[config.mk]
export PLATFORM = sky130hd
export DESIGN_NAME = dac_sample_scheduler
export DESIGN_NICKNAME = d
export VERILOG_FILES = /design/src/rtl/dac_sched_pkg.sv /design/src/rtl/dac_sched_gain_sat.sv /design/src/rtl/dac_sample_scheduler.sv
export SDC_FILE = /design/constraint.sdc
export NUM_CORES = 1
export LEC_CHECK = 0
export ABC_AREA = 1
export CORE_MARGIN = 2
export CORE_UTILIZATION = 45
export DETAILED_ROUTE_END_ITERATION = 12
export PLACE_DENSITY = 0.74
export SETUP_SLACK_MARGIN = 0.4
export SYNTH_ARGS = -nofsm -noshare
export SYNTH_HDL_FRONTEND = slang
export SYNTH_SLANG_ARGS = --single-unit
[constraint.sdc]
create_clock -name dataclk -period 34.6 [get_ports dataclk]
set_input_delay 5.19 -clock dataclk [delete_from_list [all_inputs] [get_ports dataclk]]
set_output_delay 5.19 -clock dataclk [all_outputs]
set_load 0.02 [all_outputs]
[src/rtl/dac_sched_pkg.sv]
// -----------------------------------------------------------------------------
// dac_sched_pkg
// Shared definitions for the DAC sample scheduler: host config word layout,
// the midscale code, the scheduler FSM state type and the per-DAC config
// struct, plus a decoder from the raw config word to that struct.
// Optional feature macro used by the design: DAC_GAIN_EN.
// -----------------------------------------------------------------------------
package dac_sched_pkg;

    // Sample and config word widths
    localparam int unsigned SAMPLE_W = 16;
    localparam int unsigned CFG_W    = 16;
    localparam int unsigned STREAM_W = 4;
    localparam int unsigned CHAN_W   = 6;
    localparam int unsigned GAIN_W   = 3;

    // Config field offsets inside cfg_data
    localparam int unsigned CFG_EN_BIT     = 0;
    localparam int unsigned CFG_STREAM_LSB = 1;
    localparam int unsigned CFG_CHAN_LSB   = 5;
    localparam int unsigned CFG_GAIN_LSB   = 11;

    // Offset-binary zero: the value an idle or disabled DAC sits at
    localparam logic [SAMPLE_W-1:0] MIDSCALE = 16'h8000;

    // Scheduler FSM states
    typedef enum logic [1:0] {
        ST_IDLE   = 2'd0,
        ST_RUN    = 2'd1,
        ST_COMMIT = 2'd2
    } sched_state_t;

    // Per-DAC source selection and gain
    typedef struct packed {
        logic [GAIN_W-1:0]   gain;
        logic [CHAN_W-1:0]   channel;
        logic [STREAM_W-1:0] stream;
        logic                enable;
    } dac_cfg_t;

    // Unpack the host config word into a dac_cfg_t
    function automatic dac_cfg_t cfg_decode(input logic [CFG_W-1:0] d);
        dac_cfg_t c;
        c.enable  = d[CFG_EN_BIT];
        c.stream  = d[CFG_STREAM_LSB +: STREAM_W];
        c.channel = d[CFG_CHAN_LSB +: CHAN_W];
        c.gain    = d[CFG_GAIN_LSB +: GAIN_W];
        return c;
    endfunction

endpackage : dac_sched_pkg

[src/rtl/dac_sched_gain_sat.sv]
// -----------------------------------------------------------------------------
// dac_gain_sat
// Combinational midscale-centred gain stage. The offset-binary sample is
// re-centred to signed, shifted left by i_gain (0..7), clamped to the signed
// 16-bit range and converted back to offset binary.
// Only instantiated by dac_sample_scheduler when DAC_GAIN_EN is defined.
// Ports:
//   i_sample  in  16  offset-binary sample
//   i_gain    in  3   left-shift amount
//   o_sample  out 16  shifted, saturated offset-binary sample
// -----------------------------------------------------------------------------
module dac_gain_sat
    import dac_sched_pkg::*;
(
    input  logic [SAMPLE_W-1:0] i_sample,
    input  logic [GAIN_W-1:0]   i_gain,
    output logic [SAMPLE_W-1:0] o_sample
);

    localparam int unsigned WIDE_W = 24;

    logic signed [WIDE_W-1:0]   w_centred;
    logic signed [WIDE_W-1:0]   w_shifted;
    logic        [SAMPLE_W-1:0] w_clamped;

    // Inverting the MSB of offset binary gives two's complement; sign-extend to 24 bits.
    assign w_centred = {{(WIDE_W-SAMPLE_W){~i_sample[SAMPLE_W-1]}},
                        ~i_sample[SAMPLE_W-1], i_sample[SAMPLE_W-2:0]};

    // 16 + 7 bits fits in 24-bit signed without overflow
    assign w_shifted = w_centred <<< i_gain;

    // Clamp to signed 16-bit range
    always_comb begin
        w_clamped = w_shifted[SAMPLE_W-1:0];
        if (w_shifted > 24'sd32767) begin
            w_clamped = 16'h7FFF;
        end else if (w_shifted < -24'sd32768) begin
            w_clamped = 16'h8000;
        end
    end

    assign o_sample = {~w_clamped[SAMPLE_W-1], w_clamped[SAMPLE_W-2:0]};

endmodule : dac_gain_sat

[src/rtl/dac_sample_scheduler.sv]
// -----------------------------------------------------------------------------
// dac_sample_scheduler
// Routes amplifier sample words to NUM_DAC DAC serializers. Each DAC has a
// host-written shadow config, an active config in force for the current
// frame, a pending sample captured during the frame and a committed output.
// Everything visible to the serializers changes only on the first cycle of
// main_state == ms_wait, so values never move mid-shift.
// Optional feature: DAC_GAIN_EN adds a per-DAC shift/saturate stage
// (cfg_data[13:11]) between pending sample and committed value.
// Ports:
//   dataclk       in   1            data clock, rising edge
//   reset         in   1            asynchronous, active high
//   main_state    in   32           main sequencer state
//   cfg_we        in   1            config write strobe
//   cfg_addr      in   3            DAC index for the write
//   cfg_data      in   16           [0] en, [4:1] stream, [10:5] chan, [13:11] gain
//   data_valid    in   1            sample word present
//   data_stream   in   4            source stream of the word
//   data_channel  in   6            source channel of the word
//   data_word     in   16           offset-binary sample
//   dac_register  out  NUM_DAC*16   committed values, DAC i at [16i+15:16i]
//   dac_en        out  NUM_DAC      committed enables
//   frame_commit  out  1            pulse the cycle after a commit edge
// -----------------------------------------------------------------------------
module dac_sample_scheduler
    import dac_sched_pkg::*;
#(
    parameter int unsigned NUM_DAC = 8,
    parameter logic [31:0] ms_wait = 32'd99
) (
    input  logic                      dataclk,
    input  logic                      reset,
    input  logic [31:0]               main_state,
    input  logic                      cfg_we,
    input  logic [2:0]                cfg_addr,
    input  logic [CFG_W-1:0]          cfg_data,
    input  logic                      data_valid,
    input  logic [STREAM_W-1:0]       data_stream,
    input  logic [CHAN_W-1:0]         data_channel,
    input  logic [SAMPLE_W-1:0]       data_word,
    output logic [NUM_DAC*SAMPLE_W-1:0] dac_register,
    output logic [NUM_DAC-1:0]        dac_en,
    output logic                      frame_commit
);

    // -------------------------------------------------------------------------
    // State
    // -------------------------------------------------------------------------
    sched_state_t r_state;
    sched_state_t w_state_next;
    logic         w_capture;

    logic [31:0]  r_prev_state;
    logic         w_commit;

    dac_cfg_t            r_shadow  [NUM_DAC];
    dac_cfg_t            r_active  [NUM_DAC];
    logic [SAMPLE_W-1:0] r_pending [NUM_DAC];

    logic [NUM_DAC*SAMPLE_W-1:0] r_dac_register;
    logic [NUM_DAC-1:0]          r_dac_en;
    logic                        r_frame_commit;

    dac_cfg_t            w_cfg;
    logic [NUM_DAC-1:0]  w_hit;
    logic [SAMPLE_W-1:0] w_dac_value [NUM_DAC];

    // First cycle of ms_wait; a long ms_wait therefore commits only once.
    assign w_commit = (main_state == ms_wait) && (r_prev_state != ms_wait);

    // Decode the host word; gain is held at zero when the gain stage is absent.
    always_comb begin
        w_cfg = cfg_decode(cfg_data);
`ifndef DAC_GAIN_EN
        w_cfg.gain = '0;
`endif
    end

    // Bits that carry no function in this build
    logic w_unused_cfg;
`ifdef DAC_GAIN_EN
    assign w_unused_cfg = ^cfg_data[CFG_W-1:CFG_GAIN_LSB+GAIN_W];
`else
    logic [NUM_DAC-1:0] w_unused_gain;
    for (genvar g = 0; g < NUM_DAC; g++) begin : g_unused_gain
        assign w_unused_gain[g] = ^r_active[g].gain;
    end
    assign w_unused_cfg = ^{cfg_data[CFG_W-1:CFG_GAIN_LSB], w_unused_gain};
`endif

    // -------------------------------------------------------------------------
    // FSM: state register
    // -------------------------------------------------------------------------
    always_ff @(posedge dataclk or posedge reset) begin
        if (reset) begin
            r_state <= ST_IDLE;
        end else begin
            r_state <= w_state_next;
        end
    end

    // FSM: next state and capture enable
    always_comb begin
        w_state_next = r_state;
        w_capture    = 1'b0;
        case (r_state)
            ST_IDLE: begin
                if (w_commit) begin
                    w_state_next = ST_COMMIT;
                end
            end
            ST_RUN: begin
                w_capture = 1'b1;
                if (w_commit) begin
                    w_state_next = ST_COMMIT;
                end
            end
            ST_COMMIT: begin
                w_capture    = 1'b1;
                w_state_next = ST_RUN;
            end
            default: begin
                w_state_next = ST_IDLE;
            end
        endcase
    end

    // -------------------------------------------------------------------------
    // Per-DAC source match and committed-value function
    // -------------------------------------------------------------------------
    for (genvar i = 0; i < NUM_DAC; i++) begin : g_dac
        // Match against the active config; on a commit edge this is still the old one.
        assign w_hit[i] = w_capture && data_valid && r_active[i].enable &&
                          (r_active[i].stream  == data_stream) &&
                          (r_active[i].channel == data_channel);

`ifdef DAC_GAIN_EN
        dac_gain_sat u_gain_sat (
            .i_sample (r_pending[i]),
            .i_gain   (r_active[i].gain),
            .o_sample (w_dac_value[i])
        );
`else
        assign w_dac_value[i] = r_pending[i];
`endif
    end

    // -------------------------------------------------------------------------
    // Shadow/active config, pending samples and committed outputs
    // -------------------------------------------------------------------------
    always_ff @(posedge dataclk or posedge reset) begin
        if (reset) begin
            for (int i = 0; i < NUM_DAC; i++) begin
                r_shadow[i]  <= '0;
                r_active[i]  <= '0;
                r_pending[i] <= MIDSCALE;
            end
            r_dac_register <= {NUM_DAC{MIDSCALE}};
            r_dac_en       <= '0;
            r_frame_commit <= 1'b0;
            r_prev_state   <= '0;
        end else begin
            r_prev_state   <= main_state;
            r_frame_commit <= w_commit;
            for (int i = 0; i < NUM_DAC; i++) begin
                if (cfg_we && (cfg_addr == 3'(i))) begin
                    r_shadow[i] <= w_cfg;
                end
                // Outputs reflect the config that was in force during the closing frame.
                if (w_commit) begin
                    r_active[i]                    <= r_shadow[i];
                    r_dac_en[i]                    <= r_active[i].enable;
                    r_dac_register[SAMPLE_W*i +: SAMPLE_W] <=
                        r_active[i].enable ? w_dac_value[i] : MIDSCALE;
                end
                // Last match in a frame wins; no match keeps the previous sample.
                if (w_hit[i]) begin
                    r_pending[i] <= data_word;
                end
            end
        end
    end

    assign dac_register = r_dac_register;
    assign dac_en       = r_dac_en;
    assign frame_commit = r_frame_commit;

endmodule : dac_sample_scheduler

# Word level (Yosys, flattened, before mapping)

Cells that the tools add are included.

Add/sub/neg operators: 0
Multiply operators: 0
Divide/modulo/power cells: 0
Order comparisons: 0
Equality and inequality tests: 28
Shifts and indexed selects: 0
Mux-type cells: 11
Bitwise logic cells: 0
Reductions and logical operators: 38

Operator list:

| kind                                                             | count |
|---|---|
| 16-bit two-way mux                                               | 8 |
| 6-bit == test                                                    | 8 |
| 1-bit logical AND                                                | 34 |
| 32-bit by 7-bit == test with 1-bit output, second input constant | 1 |
| 4-bit == test                                                    | 8 |
| 32-bit by 7-bit != test with 1-bit output, second input constant | 1 |
| 3-bit == test, second input constant                             | 4 |
| 3-bit by 2-bit == test with 1-bit output, second input constant  | 2 |
| 2-bit one-hot mux with 2 select lines                            | 1 |
| 2-bit OR reduction                                               | 2 |
| 3-bit by 1-bit == test with 1-bit output, second input constant  | 1 |
| 3-bit logical NOT                                                | 1 |
| 2-bit by 1-bit == test with 1-bit output, second input constant  | 1 |
| 2-bit == test, second input constant                             | 1 |
| 2-bit logical NOT                                                | 1 |
| 2-bit two-way mux                                                | 1 |
| 2-bit by 1-bit != test with 1-bit output, second input constant  | 1 |
| 1-bit two-way mux                                                | 1 |

Register bits: 475
Latch bits: 0
RAM bits: 0
Memory bits (read-only): 0
Bits of input ports: 81
Word-level logic and storage cells: 138
Memories: 0

# Longest topological paths before layout

Depth after elaboration: 7
Depth in mapped cells: 12
Depth with buffers taken out: 11

# Least setup slack after synthesis

No wires, ideal clock.

Path kind: input to register
Start: input port data_stream[0]
End: register r_pending[100] (netlist name)
Arrival: 6232 ps
Required time: 34483 ps
Slack: 28251 ps
Stages: 7
Path through: buf_4 xor2_1 nor3_4 nand3_4 buf_6 nand2_1 nand2_1

Word-level cells in the longest chain between the ends: 3

RTL lines:

| element                       | RTL line                    | source |
|---|---|---|
| start, declared               | dac_sample_scheduler.sv:38  | `input logic [STREAM_W-1:0] data_stream,` |
| 4-bit == test                 | dac_sample_scheduler.sv:134 | `(r_active[i].stream == data_stream) &&` |
| 1-bit logical AND             | dac_sample_scheduler.sv:133 | `assign w_hit[i] = w_capture && data_valid && r_active[i].enable &&` |
| 1-bit logical AND             | dac_sample_scheduler.sv:134 |  |
| end signal, assigned by index | dac_sample_scheduler.sv:178 | `r_pending[i] <= data_word;` |
| end, declared                 | dac_sample_scheduler.sv:58  | `logic [SAMPLE_W-1:0] r_pending [NUM_DAC];` |

Every way passes these cells.
A chain may end at the register's enable or synchronous reset.

# Worst setup path after layout

Start: input port data_channel[4]
End: register r_pending[67] (netlist name)

Word-level cells in the longest chain between the ends: 2

RTL lines:

| element           | RTL line                    | source |
|---|---|---|
| start, declared   | dac_sample_scheduler.sv:39  | `input logic [CHAN_W-1:0] data_channel,` |
| 6-bit == test     | dac_sample_scheduler.sv:135 | `(r_active[i].channel == data_channel);` |
| 1-bit logical AND | dac_sample_scheduler.sv:134 |  |

Every way passes these cells.

==> impl_metrics.prom <==
# TYPE chip_impl_metric gauge
chip_impl_info{name="result_of_the_run",value="finished, final reports clean"} 1
chip_impl_metric{name="detail_route.drc_violations",unit=""} 0
chip_impl_metric{name="edff_count_synth",unit=""} 0
chip_impl_metric{name="postLayoutCoreUtil",unit="%"} 54.3
chip_impl_metric{name="h-tree-depth",unit=""} 2
chip_impl_metric{name="clock_sinks",unit=""} 475
chip_impl_metric{name="synth_area_per_cell",unit="um^2"} 9.07
chip_impl_metric{name="asyncSetResetFlopFracSynth",unit="%"} 100
chip_impl_metric{name="setup-violations-final",unit=""} 0
chip_impl_metric{name="maxSlewViolCount",unit=""} 0
chip_impl_metric{name="power_per_standard_cell_area",unit="mW/mm^2"} 49.3
chip_impl_metric{name="die-area",unit="mm^2"} 0.0453
chip_impl_metric{name="switchingPower",unit="uW"} 266
chip_impl_metric{name="design.final.nets",unit=""} 2381
chip_impl_metric{name="synth.net_count",unit=""} 2246
chip_impl_metric{name="detailedRoute.firstIterationViolations",unit=""} 1265
chip_impl_metric{name="setup_tns",unit="ps"} 0
chip_impl_metric{name="core_area",unit="mm^2"} 0.0431
chip_impl_metric{name="synth.yosys.seq_area_share",unit="%"} 60.7
chip_impl_metric{name="routability_congestion",unit=""} 0.803
chip_impl_metric{name="r2r_setup_slack",unit="ps"} 32050
chip_impl_metric{name="initial_core_utilization",unit="%"} 45.5
chip_impl_metric{name="die_width",unit="um"} 213
chip_impl_metric{name="synth.ff_latch_count",unit=""} 475
chip_impl_metric{name="wl_per_cell",unit="um"} 17.0
chip_impl_info{name="start_kind",value="input port"} 1
chip_impl_metric{name="mappedNetlistArea",unit="mm^2"} 0.0196
chip_impl_metric{name="intPower",unit="uW"} 887
chip_impl_metric{name="grt_first_pass_wirelength",unit="um"} 78700
chip_impl_metric{name="worstPathRequired",unit="ps"} 35050
chip_impl_metric{name="pin_count",unit=""} 218
chip_impl_metric{name="maxCapViolations",unit=""} 0
chip_impl_metric{name="netlist_instances",unit=""} 2161
chip_impl_metric{name="worst_ir_drop_vdd",unit="uV"} 30.8
chip_impl_metric{name="yosysUniqueCellTypes",unit=""} 29
chip_impl_metric{name="clock_insertion_delay_worst_skew",unit="ps"} 570
chip_impl_metric{name="netSwitchingFraction",unit="%"} 23.1
chip_impl_metric{name="globalRoute.totalOverflow",unit=""} 0
chip_impl_metric{name="wirelength",unit="um"} 49700
chip_impl_metric{name="port_buf_inserts",unit=""} 212
chip_impl_metric{name="area_growth",unit="%"} 19.2
chip_impl_info{name="yosys.cell_count.top_type",value="sky130_fd_sc_hd__nand2_1"} 1
chip_impl_metric{name="post_cts.resized_instances",unit=""} 0
chip_impl_info{name="holdCritPathClass",value="flip-flop to flip-flop"} 1
chip_impl_metric{name="critical_path.max_fanout",unit=""} 17
chip_impl_metric{name="num_vias",unit=""} 14900
chip_impl_metric{name="hpwlAfterDp",unit="um"} 32200
chip_impl_metric{name="cts_made_buffers",unit=""} 48
chip_impl_metric{name="static-leakage-power",unit="nW"} 11.2
chip_impl_metric{name="proportion_of_layout_cells_with_a_drive_suffix_above_1",unit="%"} 5.52
chip_impl_metric{name="yosys.area.top_type_share",unit="%"} 58.6
chip_impl_metric{name="cts.repair_timing.setup_buffer_count",unit=""} 0
chip_impl_metric{name="met3_usage",unit="%"} 3.04
chip_impl_metric{name="avgViaCountPerCell",unit=""} 5.11
chip_impl_metric{name="cts_hold_buffers",unit=""} 0
chip_impl_metric{name="drtPass1Iterations",unit=""} 5
chip_impl_metric{name="power_frac_comb",unit="%"} 5.2
chip_impl_metric{name="antenna_found_initial",unit=""} 3
chip_impl_info{name="yosys-top-cells-area",value="sky130_fd_sc_hd__dfrtp_1 59%, sky130_fd_sc_hd__nand2_1 18%, sky130_fd_sc_hd__o21ai_1 3.5%"} 1
chip_impl_metric{name="clk_path_buf_depth",unit=""} 3
chip_impl_metric{name="critPathArrivalTime",unit="ps"} 7690
chip_impl_metric{name="groute.layer.met1.usage",unit="%"} 29.3
chip_impl_metric{name="post-route-period-util",unit="%"} 20.9
chip_impl_metric{name="fmax",unit="MHz"} 138
chip_impl_metric{name="clock_period_minus_final_worst_setup_slack",unit="ps"} 7250
chip_impl_metric{name="sequentialPowerShare",unit="%"} 50.9
chip_impl_metric{name="grtUsageMet2",unit="%"} 37.8
chip_impl_metric{name="rows",unit=""} 76
chip_impl_info{name="ys_top_cells_by_count",value="929 x sky130_fd_sc_hd__nand2_1, 459 x sky130_fd_sc_hd__dfrtp_1, 138 x sky130_fd_sc_hd__o21ai_1"} 1
chip_impl_metric{name="number_of_global_route_vias_before_repair",unit=""} 14400
chip_impl_metric{name="grt.total_usage",unit="%"} 22.4
chip_impl_metric{name="path_clk_slew",unit="ps"} 60
chip_impl_metric{name="vertical_die_dimension",unit="um"} 213
chip_impl_metric{name="timing_worst_slew_pin_value",unit="ps"} 1210
chip_impl_info{name="gr-max-usage-layer",value="met2"} 1
chip_impl_info{name="yosysTopAreaCell",value="sky130_fd_sc_hd__dfrtp_1"} 1
chip_impl_info{name="synth_flop_cell",value="sky130_fd_sc_hd__dfrtp_1"} 1
chip_impl_info{name="tritoncts_clock_tree",value="built"} 1
chip_impl_info{name="criticalPathCategory",value="input port to flip-flop"} 1
chip_impl_metric{name="clock_skew",unit="ps"} 19.8
chip_impl_metric{name="yosys_warnings",unit=""} 0
chip_impl_metric{name="hold_violations",unit=""} 0
chip_impl_metric{name="antenna_violating_nets_remaining",unit=""} 0
chip_impl_metric{name="maximum_number_of_pins_on_one_net_before_global_route_repair",unit=""} 255
chip_impl_metric{name="power.share.clock",unit="%"} 43.9
chip_impl_info{name="rsz_0062_raised_after_global_routing",value="no"} 1
chip_impl_info{name="cts_root_buf",value="sky130_fd_sc_hd__clkbuf_16"} 1
chip_impl_info{name="critical_path.endpoint_type",value="flip-flop"} 1
chip_impl_metric{name="slew_headroom",unit="%"} 19.4
==> worst max-delay path: stages <==
cell and delay, ps:
sky130_fd_sc_hd__clkdlybuf4s50_1 930, sky130_fd_sc_hd__xor2_1 210, sky130_fd_sc_hd__nor3_4 640, sky130_fd_sc_hd__nand3_2 450, sky130_fd_sc_hd__nand2_1 190, sky130_fd_sc_hd__nand2_1 70
==> metal layers <==
metal | part of all wire, % | vias up
li1 | - | 7098
met5 | 0.022 | -
met1 | 41 | 7283
met3 | 5.6 | 115
met4 | 3.6 | 2
met2 | 49 | 433
==> cells by family (layout without fill, tap and decap cells) <==
| kind of cell | count (synthesis) | in the layout | synth area share [%] |
|---|---|---|---|
| AO/OA/AOI/OAI | 239 | 239 | 6.10 |
| XOR/XNOR | 71 | 71 | 3.17 |
| adder cells (fa/ha/maj) | 4 | 4 | 0.255 |
| buffers and inverters | 216 | 391 | 5.21 |
| flip-flops | 475 | 475 | 60.7 |
| other | 0 | 2 | 0 |
| AND/OR/NAND/NOR | 1156 | 1156 | 24.5 |
==> power groups by stage <==
stage                     clock [mW]  sequential, mW  combinational, mW
final                          0.506           0.587             0.0596
after global routing           0.535           0.589             0.0678
after floorplan                    0           0.595             0.0377
after detailed placement           0           0.597             0.0604
after global placement             0           0.596             0.0582
after CTS                      0.513           0.587             0.0608
==> placed cells by master (no fill, tap or decap), drive strengths merged <==
cell,count
inv,86
nand2,931
clkbuf,73
xor2,49
xnor2,22
clkinv,11
ha,4
and2,1
buf,6
a21oi,1
nand4,48
diode,2
dfstp,16
bufinv,2
nor3,19
nand3b,1
clkinvlp,1
dfrtp,459
nor2,74
nand3,81
o21ai,238
or2,1
clkdlybuf4s50,212
==> metrics by stage <==
step	hold WS (ps)	instance area, um^2	setup slack, ps	power, mW	cells
2_1_floorplan	442	19600	16190	0.633	2161
3_3_place_gp	451	21800	26830	0.654	2831
3_5_place_dp	450	21800	26800	0.657	2831
4_1_cts	463	23400	27380	1.16	2921
5_1_grt	483	23400	27140	1.19	2923
6_report	462	23400	27350	1.15	2923
==> registers in the layout, summed over array words and instances (netlist names) <==
| register | flops |
|---|---|
| dac_register | 128 |
| r_pending | 128 |
| r_active | 88 |
| r_shadow | 88 |
| r_prev_state | 32 |
| dac_en | 8 |
| r_state | 2 |
| frame_commit | 1 |
==> final timing paths <==
path                                            from                          to  cells past startpoint
min in group asynchronous                      reset  r_prev_state[11]$_DFF_PP0_                      2
max                                  data_channel[4]   r_pending[67]$_DFFE_PP0P_                      6
max reg2reg                   r_state[1]$_DFFE_PP0P_   r_pending[85]$_DFFE_PP0P_                      9
min reg2reg                r_pending[15]$_DFFE_PP1P_   r_pending[15]$_DFFE_PP1P_                      2
max in group asynchronous                      reset    r_pending[5]$_DFFE_PP0P_                      3
min                        r_pending[15]$_DFFE_PP1P_   r_pending[15]$_DFFE_PP1P_                      2
==> area by class of cell <==
cell class                 instances  area (um^2)
clock buffer                      73         1380
inverter                          83          319
fill                            3844        19700
antenna                            2         5.00
tap                              585          732
clock inverter                    17          151
sequential                       475        11900
multi-input combinational       1470         6690
timing repair buffer             218         2190
No activity file was read; power rests on OpenSTA's default activity.
